--- config.mk ---
export PLATFORM = sky130hd
export DESIGN_NAME = cmd_sequencer_flat
export DESIGN_NICKNAME = d
export VERILOG_FILES = /design/src/rtl/cmd_sequencer_pkg.sv /design/src/rtl/cmd_sequencer_if.sv /design/src/rtl/cmd_sequencer_wdog.sv /design/src/rtl/cmd_sequencer.sv /design/src/flat_wrapper.sv
export SDC_FILE = /design/constraint.sdc
export NUM_CORES = 1
export LEC_CHECK = 0
export CAP_MARGIN = 10
export CORE_ASPECT_RATIO = 0.8
export CORE_MARGIN = 3
export CORE_UTILIZATION = 40
export CTS_CLUSTER_DIAMETER = 40
export DETAILED_ROUTE_END_ITERATION = 8
export PLACE_DENSITY = 0.67
export SYNTH_ARGS = -nofsm -noshare
export SYNTH_HDL_FRONTEND = slang
export SYNTH_SLANG_ARGS = --single-unit
--- constraint.sdc ---
create_clock -name clk -period 4.2 [get_ports clk]
set_input_delay 0.84 -clock clk [delete_from_list [all_inputs] [get_ports clk]]
set_output_delay 0.84 -clock clk [all_outputs]
set_load 0.1 [all_outputs]
--- src/rtl/cmd_sequencer_pkg.sv ---
// rtl/cmd_sequencer_pkg.sv - shared opcodes, FSM states and constants for cmd_sequencer
package cmd_seq_pkg;

  typedef enum logic [2:0] {
    OP_CAL   = 3'b000,
    OP_HDNG  = 3'b001,
    OP_MV    = 3'b010,
    OP_SOLVE = 3'b011
  } opcode_t;

  typedef enum logic [2:0] {
    IDLE,
    CAL,
    HDNG,
    MOVE,
    SOLVE,
    RESP
  } state_t;

  localparam logic [7:0] ACK = 8'hA5;
  localparam logic [7:0] NAK = 8'h5A;

  localparam int WDOG_W_FAST = 16;
  localparam int WDOG_W_SLOW = 26;

endpackage

--- src/rtl/cmd_sequencer_if.sv ---
// rtl/cmd_sequencer_if.sv - command/response handshake between UART wrapper and sequencer
interface cmd_sequencer_if;

  logic [15:0] cmd;
  logic        cmd_rdy;
  logic        clr_cmd_rdy;
  logic        send_resp;
  logic [7:0]  resp;

  modport master (
    output cmd, cmd_rdy,
    input  clr_cmd_rdy, send_resp, resp
  );

  modport slave (
    input  cmd, cmd_rdy,
    output clr_cmd_rdy, send_resp, resp
  );

endinterface

--- src/rtl/cmd_sequencer_wdog.sv ---
// rtl/cmd_sequencer_wdog.sv - clear/enable watchdog counter with registered expiry flag
module cmd_wdog #(
  parameter int W = 16
) (
  input  logic clk,
  input  logic rst,
  input  logic i_clr,
  input  logic i_en,
  output logic o_expired
);

  localparam logic [W-1:0] LAST_M1 = {{(W-1){1'b1}}, 1'b0};

  logic [W-1:0] r_cnt;
  logic         r_expired;

  // Flag is set one count early so it is visible during the 2^W-th enabled cycle.
  always_ff @(posedge clk) begin
    if (rst || i_clr) begin
      r_cnt     <= '0;
      r_expired <= 1'b0;
    end else if (i_en) begin
      r_cnt <= r_cnt + 1'b1;
      if (r_cnt == LAST_M1) r_expired <= 1'b1;
    end
  end

  assign o_expired = r_expired;

endmodule

--- src/rtl/cmd_sequencer.sv ---
// rtl/cmd_sequencer.sv - decodes UART commands, strobes the motion engines, returns ACK/NAK
module cmd_sequencer
  import cmd_seq_pkg::*;
#(
  parameter bit FAST_SIM = 1'b1
) (
  input  logic              clk,
  input  logic              rst,
  cmd_sequencer_if.slave    bus,
  output logic              strt_cal,
  input  logic              cal_done,
  output logic [11:0]       dsrd_hdng,
  output logic              strt_hdng,
  output logic              strt_mv,
  output logic              stp_lft,
  output logic              stp_rght,
  input  logic              mv_cmplt,
  output logic              solve_en,
  output logic              lft_afnty,
  input  logic              sol_cmplt,
  output logic              busy
);

  localparam int WD_W = FAST_SIM ? WDOG_W_FAST : WDOG_W_SLOW;

  state_t      r_state, w_state_n;
  logic        r_clr, r_strt_cal, r_strt_hdng, r_strt_mv, r_send;
  logic        r_stp_lft, r_stp_rght, r_solve_en, r_lft_afnty;
  logic [11:0] r_hdng;
  logic [7:0]  r_resp;

  logic        w_clr_n, w_strt_cal_n, w_strt_hdng_n, w_strt_mv_n, w_send_n;
  logic        w_stp_lft_n, w_stp_rght_n, w_solve_en_n, w_lft_afnty_n;
  logic [11:0] w_hdng_n;
  logic [7:0]  w_resp_n;
  logic        w_wd_clr, w_wd_en, w_wd_expired, w_done;
  opcode_t     w_op;
  logic        w_unused_bits;

  assign w_op          = opcode_t'(bus.cmd[15:13]);
  assign w_unused_bits = bus.cmd[12];

  cmd_wdog #(.W(WD_W)) u_wdog (
    .clk       (clk),
    .rst       (rst),
    .i_clr     (w_wd_clr),
    .i_en      (w_wd_en),
    .o_expired (w_wd_expired)
  );

  always_ff @(posedge clk) begin
    if (rst) r_state <= IDLE;
    else     r_state <= w_state_n;
  end

  always_comb begin
    w_state_n     = r_state;
    w_clr_n       = 1'b0;
    w_strt_cal_n  = 1'b0;
    w_strt_hdng_n = 1'b0;
    w_strt_mv_n   = 1'b0;
    w_send_n      = 1'b0;
    w_resp_n      = r_resp;
    w_hdng_n      = r_hdng;
    w_stp_lft_n   = r_stp_lft;
    w_stp_rght_n  = r_stp_rght;
    w_solve_en_n  = r_solve_en;
    w_lft_afnty_n = r_lft_afnty;
    w_wd_clr      = 1'b0;
    w_wd_en       = 1'b0;
    w_done        = 1'b0;
    case (r_state)
      IDLE: begin
        if (bus.cmd_rdy) begin
          w_clr_n  = 1'b1;
          w_wd_clr = 1'b1;
          case (w_op)
            OP_CAL: begin
              w_state_n    = CAL;
              w_strt_cal_n = 1'b1;
            end
            OP_HDNG: begin
              w_state_n     = HDNG;
              w_hdng_n      = bus.cmd[11:0];
              w_strt_hdng_n = 1'b1;
            end
            OP_MV: begin
              w_state_n    = MOVE;
              w_stp_lft_n  = bus.cmd[1];
              w_stp_rght_n = bus.cmd[0];
              w_strt_mv_n  = 1'b1;
            end
            OP_SOLVE: begin
              w_state_n     = SOLVE;
              w_lft_afnty_n = bus.cmd[0];
              w_solve_en_n  = 1'b1;
            end
            default: begin
              w_state_n = RESP;
              w_send_n  = 1'b1;
              w_resp_n  = NAK;
            end
          endcase
        end
      end
      CAL, HDNG, MOVE, SOLVE: begin
        w_wd_en = 1'b1;
        case (r_state)
          CAL:     w_done = cal_done;
          SOLVE:   w_done = sol_cmplt;
          default: w_done = mv_cmplt;
        endcase
        // Completion is tested first so it beats a simultaneous watchdog expiry.
        if (w_done || w_wd_expired) begin
          w_state_n    = RESP;
          w_send_n     = 1'b1;
          w_resp_n     = w_done ? ACK : NAK;
          w_solve_en_n = 1'b0;
        end
      end
      default: w_state_n = IDLE;
    endcase
  end

  always_ff @(posedge clk) begin
    if (rst) begin
      r_clr       <= 1'b0;
      r_strt_cal  <= 1'b0;
      r_strt_hdng <= 1'b0;
      r_strt_mv   <= 1'b0;
      r_send      <= 1'b0;
      r_resp      <= 8'h00;
      r_hdng      <= 12'h000;
      r_stp_lft   <= 1'b0;
      r_stp_rght  <= 1'b0;
      r_solve_en  <= 1'b0;
      r_lft_afnty <= 1'b0;
    end else begin
      r_clr       <= w_clr_n;
      r_strt_cal  <= w_strt_cal_n;
      r_strt_hdng <= w_strt_hdng_n;
      r_strt_mv   <= w_strt_mv_n;
      r_send      <= w_send_n;
      r_resp      <= w_resp_n;
      r_hdng      <= w_hdng_n;
      r_stp_lft   <= w_stp_lft_n;
      r_stp_rght  <= w_stp_rght_n;
      r_solve_en  <= w_solve_en_n;
      r_lft_afnty <= w_lft_afnty_n;
    end
  end

  assign bus.clr_cmd_rdy = r_clr;
  assign bus.send_resp   = r_send;
  assign bus.resp        = r_resp;
  assign strt_cal        = r_strt_cal;
  assign strt_hdng       = r_strt_hdng;
  assign strt_mv         = r_strt_mv;
  assign dsrd_hdng       = r_hdng;
  assign stp_lft         = r_stp_lft;
  assign stp_rght        = r_stp_rght;
  assign solve_en        = r_solve_en;
  assign lft_afnty       = r_lft_afnty;
  assign busy            = (r_state != IDLE);

endmodule

--- src/flat_wrapper.sv ---
// flat-port wrapper written by rule: the top's interface ports become plain ports
module cmd_sequencer_flat import cmd_seq_pkg::*;
#(
  parameter bit FAST_SIM = 1'b1
)
  (clk, rst, strt_cal, cal_done, dsrd_hdng, strt_hdng, strt_mv, stp_lft, stp_rght, mv_cmplt, solve_en, lft_afnty, sol_cmplt, busy, bus_cmd, bus_cmd_rdy, bus_clr_cmd_rdy, bus_send_resp, bus_resp);
  cmd_sequencer_if bus_i ();
  input  logic clk;
  input  logic rst;
  output logic strt_cal;
  input  logic cal_done;
  output logic [11:0] dsrd_hdng;
  output logic strt_hdng;
  output logic strt_mv;
  output logic stp_lft;
  output logic stp_rght;
  input  logic mv_cmplt;
  output logic solve_en;
  output logic lft_afnty;
  input  logic sol_cmplt;
  output logic busy;
  input wire logic [$bits(bus_i.cmd)-1:0] bus_cmd;
  input wire logic [$bits(bus_i.cmd_rdy)-1:0] bus_cmd_rdy;
  output wire logic [$bits(bus_i.clr_cmd_rdy)-1:0] bus_clr_cmd_rdy;
  output wire logic [$bits(bus_i.send_resp)-1:0] bus_send_resp;
  output wire logic [$bits(bus_i.resp)-1:0] bus_resp;
  assign bus_i.cmd = bus_cmd;
  assign bus_i.cmd_rdy = bus_cmd_rdy;
  assign bus_clr_cmd_rdy = bus_i.clr_cmd_rdy;
  assign bus_send_resp = bus_i.send_resp;
  assign bus_resp = bus_i.resp;
  cmd_sequencer #(.FAST_SIM(FAST_SIM)) u_core (.clk(clk), .rst(rst), .bus(bus_i), .strt_cal(strt_cal), .cal_done(cal_done), .dsrd_hdng(dsrd_hdng), .strt_hdng(strt_hdng), .strt_mv(strt_mv), .stp_lft(stp_lft), .stp_rght(stp_rght), .mv_cmplt(mv_cmplt), .solve_en(solve_en), .lft_afnty(lft_afnty), .sol_cmplt(sol_cmplt), .busy(busy));
endmodule
==> metrics.txt, run 1 <==
Slew HR=33.5%; CP Data Arrival Time=2.39 ns; Post-synth ARST share=0%; DPL Wire Length=2990 um; Crit path required time=3.36 ns; drt pass-1 iters=6; post_cts resized=0; crit-path max FO=16; Synth top area share=43.3%; worst setup margin=0.966 ns; antenna violations before repair=0; CP delay by family, top=buffers and inverters; final hold vios=0; Synth Instances=236; number of fill cells=437; GRT Overall Usage=15.0%; Top-Level Pins=52; Critical-path top delay cell=clkdlybuf4s50_1; Avg WL per Cell=12.7 um; Final Core Density=54.7%; number of buffers inserted by port buffering=50; Hold WC Path Type=reg -> reg; Synth top cells by count=dfxtp_1 (43), nand2_1 (34), a21oi_1 (27); Die Height=69.0 um; hold-fix buffers at CTS=0; clock skew=0.00716 ns; Max-cap violations=0; Post-synth EDFFs=0; RSZ-0062 raised after global routing=no; Synth Flop Type=dfxtp_1; share of cells above drive strength 1=5.09%; clk sinks=43; fmax=309 MHz; Yosys top cell by area=dfxtp_1; Worst Setup Start Kind=flop; setup TNS=0 ns; standby leakage power=0.823 nW; first-pass GRT wire length=7320 um; Core ar.=0.00468 sq mm; H-tree Lvls=2; Seq/Total Area, Yosys=43.3%; Max Slew Vio Count=0; Detail Route Antenna Nets=0; vias in the first global route=1615; ant diodes=0; Clock Root Buffer=clkbuf_8; Syn Nets=260; pwr dens=395 mW/mm^2; Critical path buffers and inverters=3; DP Worst Slack=1.21 ns; CTS clock-pin slew for the worst setup and hold paths=0.08 ns; Final nets=298; CTS tree=built; WL final=4250 um; Initial Util=42.5%; Final Wtd Congestion=0.756; Overflow after GRT=0; Slew @ Worst Pin=0.994 ns; CP cell instances=nor3_1, buf_4, inv_1, clkdlybuf4s50_1; Die Area=0.00585 sq mm; syn_area_per_cell=8.42 sq um; #FFs+latches synth=43; minimum clock period=3.23 ns; Die Wd=84.8 um; drc violations=0; synth unique cells=42; vias per inst=5.19; synthesized area=0.00199 sq mm; initial DRC count=83; peak supply drop=0.000165 V; vias=1739; Setup Viol. Count Final=0; Area Growth Syn to Fin=28.7%; synth top area cells=dfxtp_1 (43%), a21oi_1 (6.8%), nand2_1 (6.4%), xnor2_1 (3.5%), nor2_1 (3.4%); final worst-path cycle share=77.0%; Post-CTS Setup Inserts=0; largest net degree at the start of global routing=28; Crit path largest cell delay=1.12 ns; Clock Path Buffers=2; Ys Warns=0; Clk Latency, worst-skew pair=0.29 ns; CTS Buf Count=5; CP endpoint kind=output port; row count=22; most common cell in the netlist=dfxtp_1; Crit Path Category=reg -> out; outcome=complete, no violations
[cells by family (layout without fill, tap and decap cells)]
logic type      Yosys count  in the layout  synth area share [%]
fa+ha+maj                 2              2                  1.26
buf+inv                  28             67                  7.56
simple gates            101            101                  27.4
compound gates           50             50                  15.0
xor+xnor                  9              9                  3.97
mux                       3              3                  1.51
flops                    43             43                  43.3
[final cells by class]
class,count,area [sq um],share of cell area [%]
repair buffers,53,523,20.5
clock buffers,8,100,3.91
flip-flops and latches,43,861,33.7
well taps,60,75.1,2.94
inverters,6,22.5,0.881
multi-input cells,165,976,38.2
[cells in the final DEF, fill, tap and decap left out, drive strengths merged, types with 2 or more instances in the layout]
| cell type | n |
|---|---|
| a21oi | 27 |
| a221oi | 3 |
| a31oi | 2 |
| and4 | 2 |
| buf | 3 |
| clkbuf | 8 |
| clkdlybuf4s50 | 50 |
| dfxtp | 43 |
| ha | 2 |
| inv | 6 |
| mux2i | 3 |
| nand2 | 34 |
| nand2b | 3 |
| nand3 | 5 |
| nand4 | 4 |
| nor2 | 18 |
| nor2b | 2 |
| nor3 | 5 |
| nor3b | 2 |
| nor4 | 4 |
| nor4b | 5 |
| o21a | 2 |
| o21ai | 6 |
| o31ai | 4 |
| or3 | 8 |
| or4 | 3 |
| or4b | 2 |
| xnor2 | 8 |
[path summary, 6_finish.rpt]
path	from	to	slack (ns)	depth (start not counted)
worst max register to register	u_core.r_state[2]	u_core.u_wdog.r_cnt[14]	2.02	5
worst min-delay path	u_core.dsrd_hdng[9]	u_core.dsrd_hdng[9]	0.45	2
worst max-delay path	u_core.r_state[2]	busy	0.97	4
worst min register to register	u_core.dsrd_hdng[9]	u_core.dsrd_hdng[9]	0.45	2
[worst register-to-register path, delay by kind of cell, from the launching register on]
family	cells	cell delay, ns
AO/OA/AOI/OAI	1	0.15
buffers and inverters	1	0.19
flip-flops	1	0.62
AND/OR/NAND/NOR	3	1.15
[registers in the layout, summed over array words and instances (netlist names), 2 cells and up]
| signal | cells |
|---|---|
| u_core.dsrd_hdng | 12 |
| u_core.r_state | 3 |
| u_core.u_wdog.r_cnt | 16 |
| u_core.bus.resp | 2 |
[stage by stage]
step / hold slack (ns) / cells / area (sq um) / total power [W]
after floorplan: 0.447 / 236 / 1990 / 0.000681
after global placement: 0.437 / 327 / 2460 / 0.000740
after detailed placement: 0.444 / 327 / 2460 / 0.000739
after CTS: 0.456 / 335 / 2560 / 0.00102
after global routing: 0.472 / 335 / 2560 / 0.00106
final: 0.455 / 335 / 2560 / 0.00101
[where the power goes]
| group | internal (W) | switching, W | leakage, nW |
|---|---|---|---|
| combinational | 0.0000832 | 0.000201 | 0.423 |
| clock | 0.000150 | 0.000131 | 0.0515 |
| sequential | 0.000424 | 0.0000218 | 0.348 |
[metal layers]
layer	global-route usage, %	up-vias	wire [um]
li1	-	905	-
met1	20.4	787	2100
met2	22.0	42	1790
met3	5.26	5	313
met4	5.27	0	47
met5	0	-	0
(Power assumes the default switching activity.)
==> run 2, diff against run 1 <==
PLACE_DENSITY = 0.69   (was 0.67)
clock period = 2.7 ns   (was 4.2 ns; I/O delays follow)
==> run 2 against run 1 <==
  * Global-route usage fell by 0.12 points
  * Critical endpoint is now u_core.dsrd_hdng[3]
  * Final area decreased by 0.98%
  * Highest routed layer unchanged
  * Critical path type is now in -> reg
  * Sequential cell count stayed put
  * Clock skew hardly changed
==> metrics.txt, run 2 (synthesis results as in run 1) <==
outcome=complete, no violations (unchanged); Slew @ Worst Pin=0.639 ns (was 0.994 ns); Crit path required time=2.86 ns (was 3.36 ns); CP Data Arrival Time=2.40 ns (was 2.39 ns); clock skew=0.00740 ns (was 0.00716 ns); Clock Root Buffer=clkbuf_8 (unchanged); RSZ-0062 raised after global routing=no (unchanged); peak supply drop=0.000379 V (was 0.000165 V); number of buffers inserted by port buffering=50 (unchanged); fmax=447 MHz; vias=1770 (was 1739); commonest non-fill, non-tap cell in the layout=dfxtp_1 (was clkdlybuf4s50_1); Largest Register=u_core.u_wdog.r_cnt (unchanged); sequential share of power=44.2% (was 44.1%); CTS Buf Count=5 (unchanged); setup TNS=0 ns (unchanged); flop2flop setup slack=0.60 ns (was 2.02 ns); Power Total=0.00155 W (was 0.00101 W); Post-CTS Setup Inserts=0 (unchanged); Clock Path Buffers=2 (unchanged); standby leakage power=0.910 nW (was 0.823 nW); Final nets=304 (was 298); initial DRC count=121 (was 83); P_sw=0.000557 W (was 0.000354 W); pwr dens=613 mW/mm^2 (was 395 mW/mm^2); vias per inst=5.21 (was 5.19); Max Slew Vio Count=0 (unchanged); drt pass-1 iters=5 (was 6); GRT Overall Usage=14.9% (was 15.0%); Die Wd=84.8 um (unchanged); Detail Route Antenna Nets=0 (unchanged); Net Sw Frac=35.8% (was 35.0%); Top-Level Pins=52 (unchanged); worst hold slack=0.453 ns (was 0.455 ns); GR Util met3=5.50% (was 5.26%); final hold vios=0 (unchanged); hold-fix buffers at CTS=0 (unchanged); clock share of power=25.9% (was 27.8%); crit-path max FO=12 (was 16); combinational power share=29.8% (was 28.1%); Area Growth Syn to Fin=27.5% (was 28.7%); Setup Viol. Count Final=0 (unchanged); Slew HR=57.2% (was 33.5%); Worst Setup Start Kind=input port (was flop); DPL Wire Length=3160 um (was 2990 um); share of cells above drive strength 1=18.2% (was 5.09%); CTS clock-pin slew for the worst setup and hold paths=0.08 ns (about the same); WL final=4440 um (was 4250 um); Hold WC Path Type=reg -> reg (unchanged); grt peak-use layer=met1 (was met2); grt met1 use=21.6% (was 20.4%); CP endpoint kind=flop (was output port); Die Area=0.00585 sq mm (unchanged); first-pass GRT wire length=7290 um (was 7320 um); antenna violations before repair=0 (unchanged); CTS tree=built (unchanged); row count=22 (unchanged); Max-cap violations=0 (unchanged); Clk Latency, worst-skew pair=0.28 ns (was 0.29 ns); Initial Util=42.5% (unchanged); Final Core Density=54.1% (was 54.7%); drc violations=0 (unchanged); vias in the first global route=1582 (was 1615); Die Height=69.0 um (unchanged); most frequent cells in the layout=dfxtp_1 (43), buf_4 (38), nand2_1 (34) (was clkdlybuf4s50_1 (50), dfxtp_1 (43), nand2_1 (34)); minimum clock period=2.24 ns; ant diodes=0 (unchanged); largest net degree at the start of global routing=27 (was 28); Final Wtd Congestion=0.763 (was 0.756); met2 global-route usage=21.3% (was 22.0%); final worst-path cycle share=82.9%; clk sinks=43 (unchanged); H-tree Lvls=2 (unchanged); Core ar.=0.00468 sq mm (unchanged); Cell Int Power=0.000997 W (was 0.000657 W); number of flip-flops in the largest register=16 (unchanged); Avg WL per Cell=13.1 um (was 12.7 um); Overflow after GRT=0 (unchanged); Crit Path Category=in -> reg (was reg -> out)
==> run 2: cell count changes in the layout (fill, tap and decap cells not counted), sizes merged <==
cell           delta
buf              +36
clkbuf            -2
clkdlybuf4s50    -30
clkinv            +1
==> run 2: worst paths after layout <==
path                                           from                  end  depth (start not counted)
worst max-delay path                    bus_cmd_rdy  u_core.dsrd_hdng[3]                          5
worst min register to register  u_core.dsrd_hdng[9]  u_core.dsrd_hdng[9]                          2
worst max register to register    u_core.r_state[2]  u_core.dsrd_hdng[3]                          5
worst min-delay path            u_core.dsrd_hdng[9]  u_core.dsrd_hdng[9]                          2
==> run 2: routing by layer <==
metal / wire length, um / part of all wire, %
met5: 0 / 0
met2: 1840 / 42
met1: 2260 / 51
met3: 304 / 6.8
met4: 28 / 0.63
==> run 2: layout make-up <==
| type | instances | area, sq um |
|---|---|---|
| well taps | 60 | 75.1 |
| flip-flops and latches | 43 | 861 |
| multi-input cells | 165 | 981 |
| fillers | 455 | 2150 |
| clock buffers | 6 | 82.6 |
| repair buffers | 59 | 505 |
| inverters | 6 | 22.5 |
| clock inverters | 1 | 5.00 |
==> run 2: timing repair <==
item | CTS | global route
hold endpoints to repair | 0 | 0
gates resized for setup | 0 | 1
setup endpoints to repair | 0 | 1
==> run 2: power by group through the flow <==
stage / Combinational [W] / Clock (W) / Sequential [W]
2_1_floorplan: 0.000270 / 0 / 0.000790
3_3_place_gp: 0.000463 / 0 / 0.000700
3_5_place_dp: 0.000463 / 0 / 0.000700
4_1_cts: 0.000464 / 0.000416 / 0.000686
5_1_grt: 0.000493 / 0.000442 / 0.000690
6_report: 0.000463 / 0.000403 / 0.000687
==> run 2: critical path, stage by stage <==
cell and delay (ns):
clkdlybuf4s50_1 0.47, or4b_4 0.46, or4b_1 0.70, nand2_1 0.16, a21oi_1 0.06
==> run 2: metrics by stage <==
step	instances	area [sq um]	setup WS, ns
after floorplan	236	1990	0.722
after global placement	333	2440	0.141
after detailed placement	333	2440	0.145
after CTS	340	2530	0.111
after global routing	340	2530	0.337
final	340	2530	0.462
==> run 3, diff against run 2 <==
PLACE_DENSITY = 0.67   (was 0.69)
clock period = 2.3 ns   (was 2.7 ns; I/O delays follow)
==> run 3 against run 2 <==
  * Count of clock-buffer cells in the layout is 1 lower
  * Sequential power up 16%
  * Clock skew rose by 0.0022 ns
  * Non-clock buffer count increased by 9
  * Via count rose by 0.17%
  * Final area rose by 3.0%
  * Sequential cell count stayed put
  * Combinational power rose by 26%
==> metrics.txt, run 3 (synthesis results as in run 1) <==
minimum clock period=2.02 ns; Top-Level Pins=52 (unchanged); peak supply drop=0.000389 V (was 0.000379 V); Crit Path Category=in -> reg (unchanged); Slew HR=65.9% (was 57.2%); Finished Layout Cells=350 (was 340); Clk Latency, worst-skew pair=0.30 ns (was 0.28 ns); most frequent cells in the layout=buf_4 (46), dfxtp_1 (43), nand2_1 (34) (was dfxtp_1 (43), buf_4 (38), nand2_1 (34)); H-tree Lvls=2 (unchanged); Post-CTS Setup Inserts=0 (unchanged); vias=1773 (was 1770); hold-fix buffers at CTS=0 (unchanged); Slew @ Worst Pin=0.508 ns (was 0.639 ns); Critical-path top delay cell=or4b_1 (unchanged); DPL Wire Length=3220 um (was 3160 um); row count=22 (unchanged); clk sinks=43 (unchanged); outcome=complete, no violations (unchanged); Max Slew Vio Count=0 (unchanged); Max-cap violations=0 (unchanged); RSZ-0062 raised after global routing=no (unchanged); Die Area=0.00585 sq mm (unchanged); initial DRC count=88 (was 121); Largest Register=u_core.u_wdog.r_cnt (unchanged); first-pass GRT wire length=7450 um (was 7290 um); worst hold slack=0.457 ns (was 0.453 ns); vias per inst=5.07 (was 5.21); number of buffers inserted by port buffering=50 (unchanged); Setup Viol. Count Final=0 (unchanged); Final Wtd Congestion=0.768 (was 0.763); largest net degree at the start of global routing=18 (was 27); standby leakage power=0.961 nW (was 0.910 nW); pwr dens=708 mW/mm^2 (was 613 mW/mm^2); ant diodes=0 (unchanged); CTS tree=built (unchanged); post_cts resized=0 (unchanged); vias in the first global route=1624 (was 1582); WL final=4440 um (about the same); Final nets=313 (was 304); Hold WC Path Type=reg -> reg (unchanged); DP Worst Slack=-0.0436 ns (was 0.145 ns); crit-path max FO=12 (unchanged); worst setup margin=0.282 ns (was 0.462 ns); final hold vios=0 (unchanged); Core ar.=0.00468 sq mm (unchanged); Die Height=69.0 um (unchanged); drt pass-1 iters=4 (was 5); Avg WL per Cell=12.7 um (was 13.1 um); Clock Path Buffers=2 (unchanged); Area after DPL=0.00252 sq mm (was 0.00244 sq mm); CP Data Arrival Time=2.21 ns (was 2.40 ns); antenna violations before repair=0 (unchanged); Clock Root Buffer=clkbuf_8 (unchanged); Worst Setup Start Kind=input port (unchanged); fmax=496 MHz; CP cell instances=clkdlybuf4s50_1, or4b_4, or4b_1, buf_4, nand2_1, a21oi_1 (was clkdlybuf4s50_1, or4b_4, or4b_1, nand2_1, a21oi_1); Crit path largest cell delay=0.48 ns (was 0.70 ns); Area Growth Syn to Fin=31.3% (was 27.5%); placed cell count=342 (was 333); Overflow after GRT=0 (unchanged); share of cells above drive strength 1=21.0% (was 18.2%); clock skew=0.00964 ns (was 0.00740 ns); GRT Overall Usage=15.6% (was 14.9%); post-route cell area=0.00261 sq mm (was 0.00253 sq mm); Die Wd=84.8 um (unchanged); number of flip-flops in the largest register=16 (unchanged); CTS Buf Count=5 (unchanged); Crit path required time=2.49 ns (was 2.86 ns); final worst-path cycle share=87.7%; drc violations=0 (unchanged); Detail Route Antenna Nets=0 (unchanged); CTS clock-pin slew for the worst setup and hold paths=0.08 ns (about the same); Initial Util=42.5% (unchanged); CP endpoint kind=flop (unchanged); commonest non-fill, non-tap cell in the layout=buf_4 (was dfxtp_1)
-- run 3: critical path, delay by kind of cell --
| family | cells | cell delay (ns) |
|---|---|---|
| simple gates | 3 | 1.03 |
| buf+inv | 2 | 0.67 |
| compound gates | 1 | 0.06 |
-- run 3: final timing paths --
kind	to	from	cells after the start	slack, ns
worst min register to register	u_core.dsrd_hdng[4]	u_core.dsrd_hdng[4]	2	0.46
worst min-delay path	u_core.dsrd_hdng[4]	u_core.dsrd_hdng[4]	2	0.46
worst max register to register	u_core.u_wdog.r_cnt[14]	u_core.r_state[0]	5	0.31
worst max-delay path	u_core.dsrd_hdng[2]	bus_cmd_rdy	6	0.28
-- run 3: layer usage --
layer | vias up | global-route usage [%] | part of all wire, %
met5 | - | 0 | 0
met4 | 0 | 6.85 | 1.7
met3 | 7 | 5.73 | 6.5
met2 | 34 | 21.8 | 40
met1 | 798 | 21.3 | 52
li1 | 934 | - | -
-- run 3: area by class of cell --
cell class	instances	area, sq um
clock buffers	5	68.8
clock inverters	3	15.0
fillers	451	2070
inverters	6	22.5
multi-input cells	165	981
flip-flops and latches	43	861
well taps	60	75.1
repair buffers	68	586
-- run 3: report_power, final --
group / leakage, nW / switching, W / total, W / internal [W]
combinational: 0.565 / 0.000397 / 0.000585 / 0.000188
clock: 0.0477 / 0.000255 / 0.000463 / 0.000208
sequential: 0.348 / 0.0000249 / 0.000799 / 0.000774
-- run 3: through the flow --
stage	total power, W	TNS, ns	utilization (%)
5_1_grt	0.00194	0	55.7
3_5_place_dp	0.00140	-0.370	53.9
4_1_cts	0.00187	0	55.6
3_3_place_gp	0.00140	-0.277	53.9
2_1_floorplan	0.00124	0	-
6_report	0.00185	0	55.7
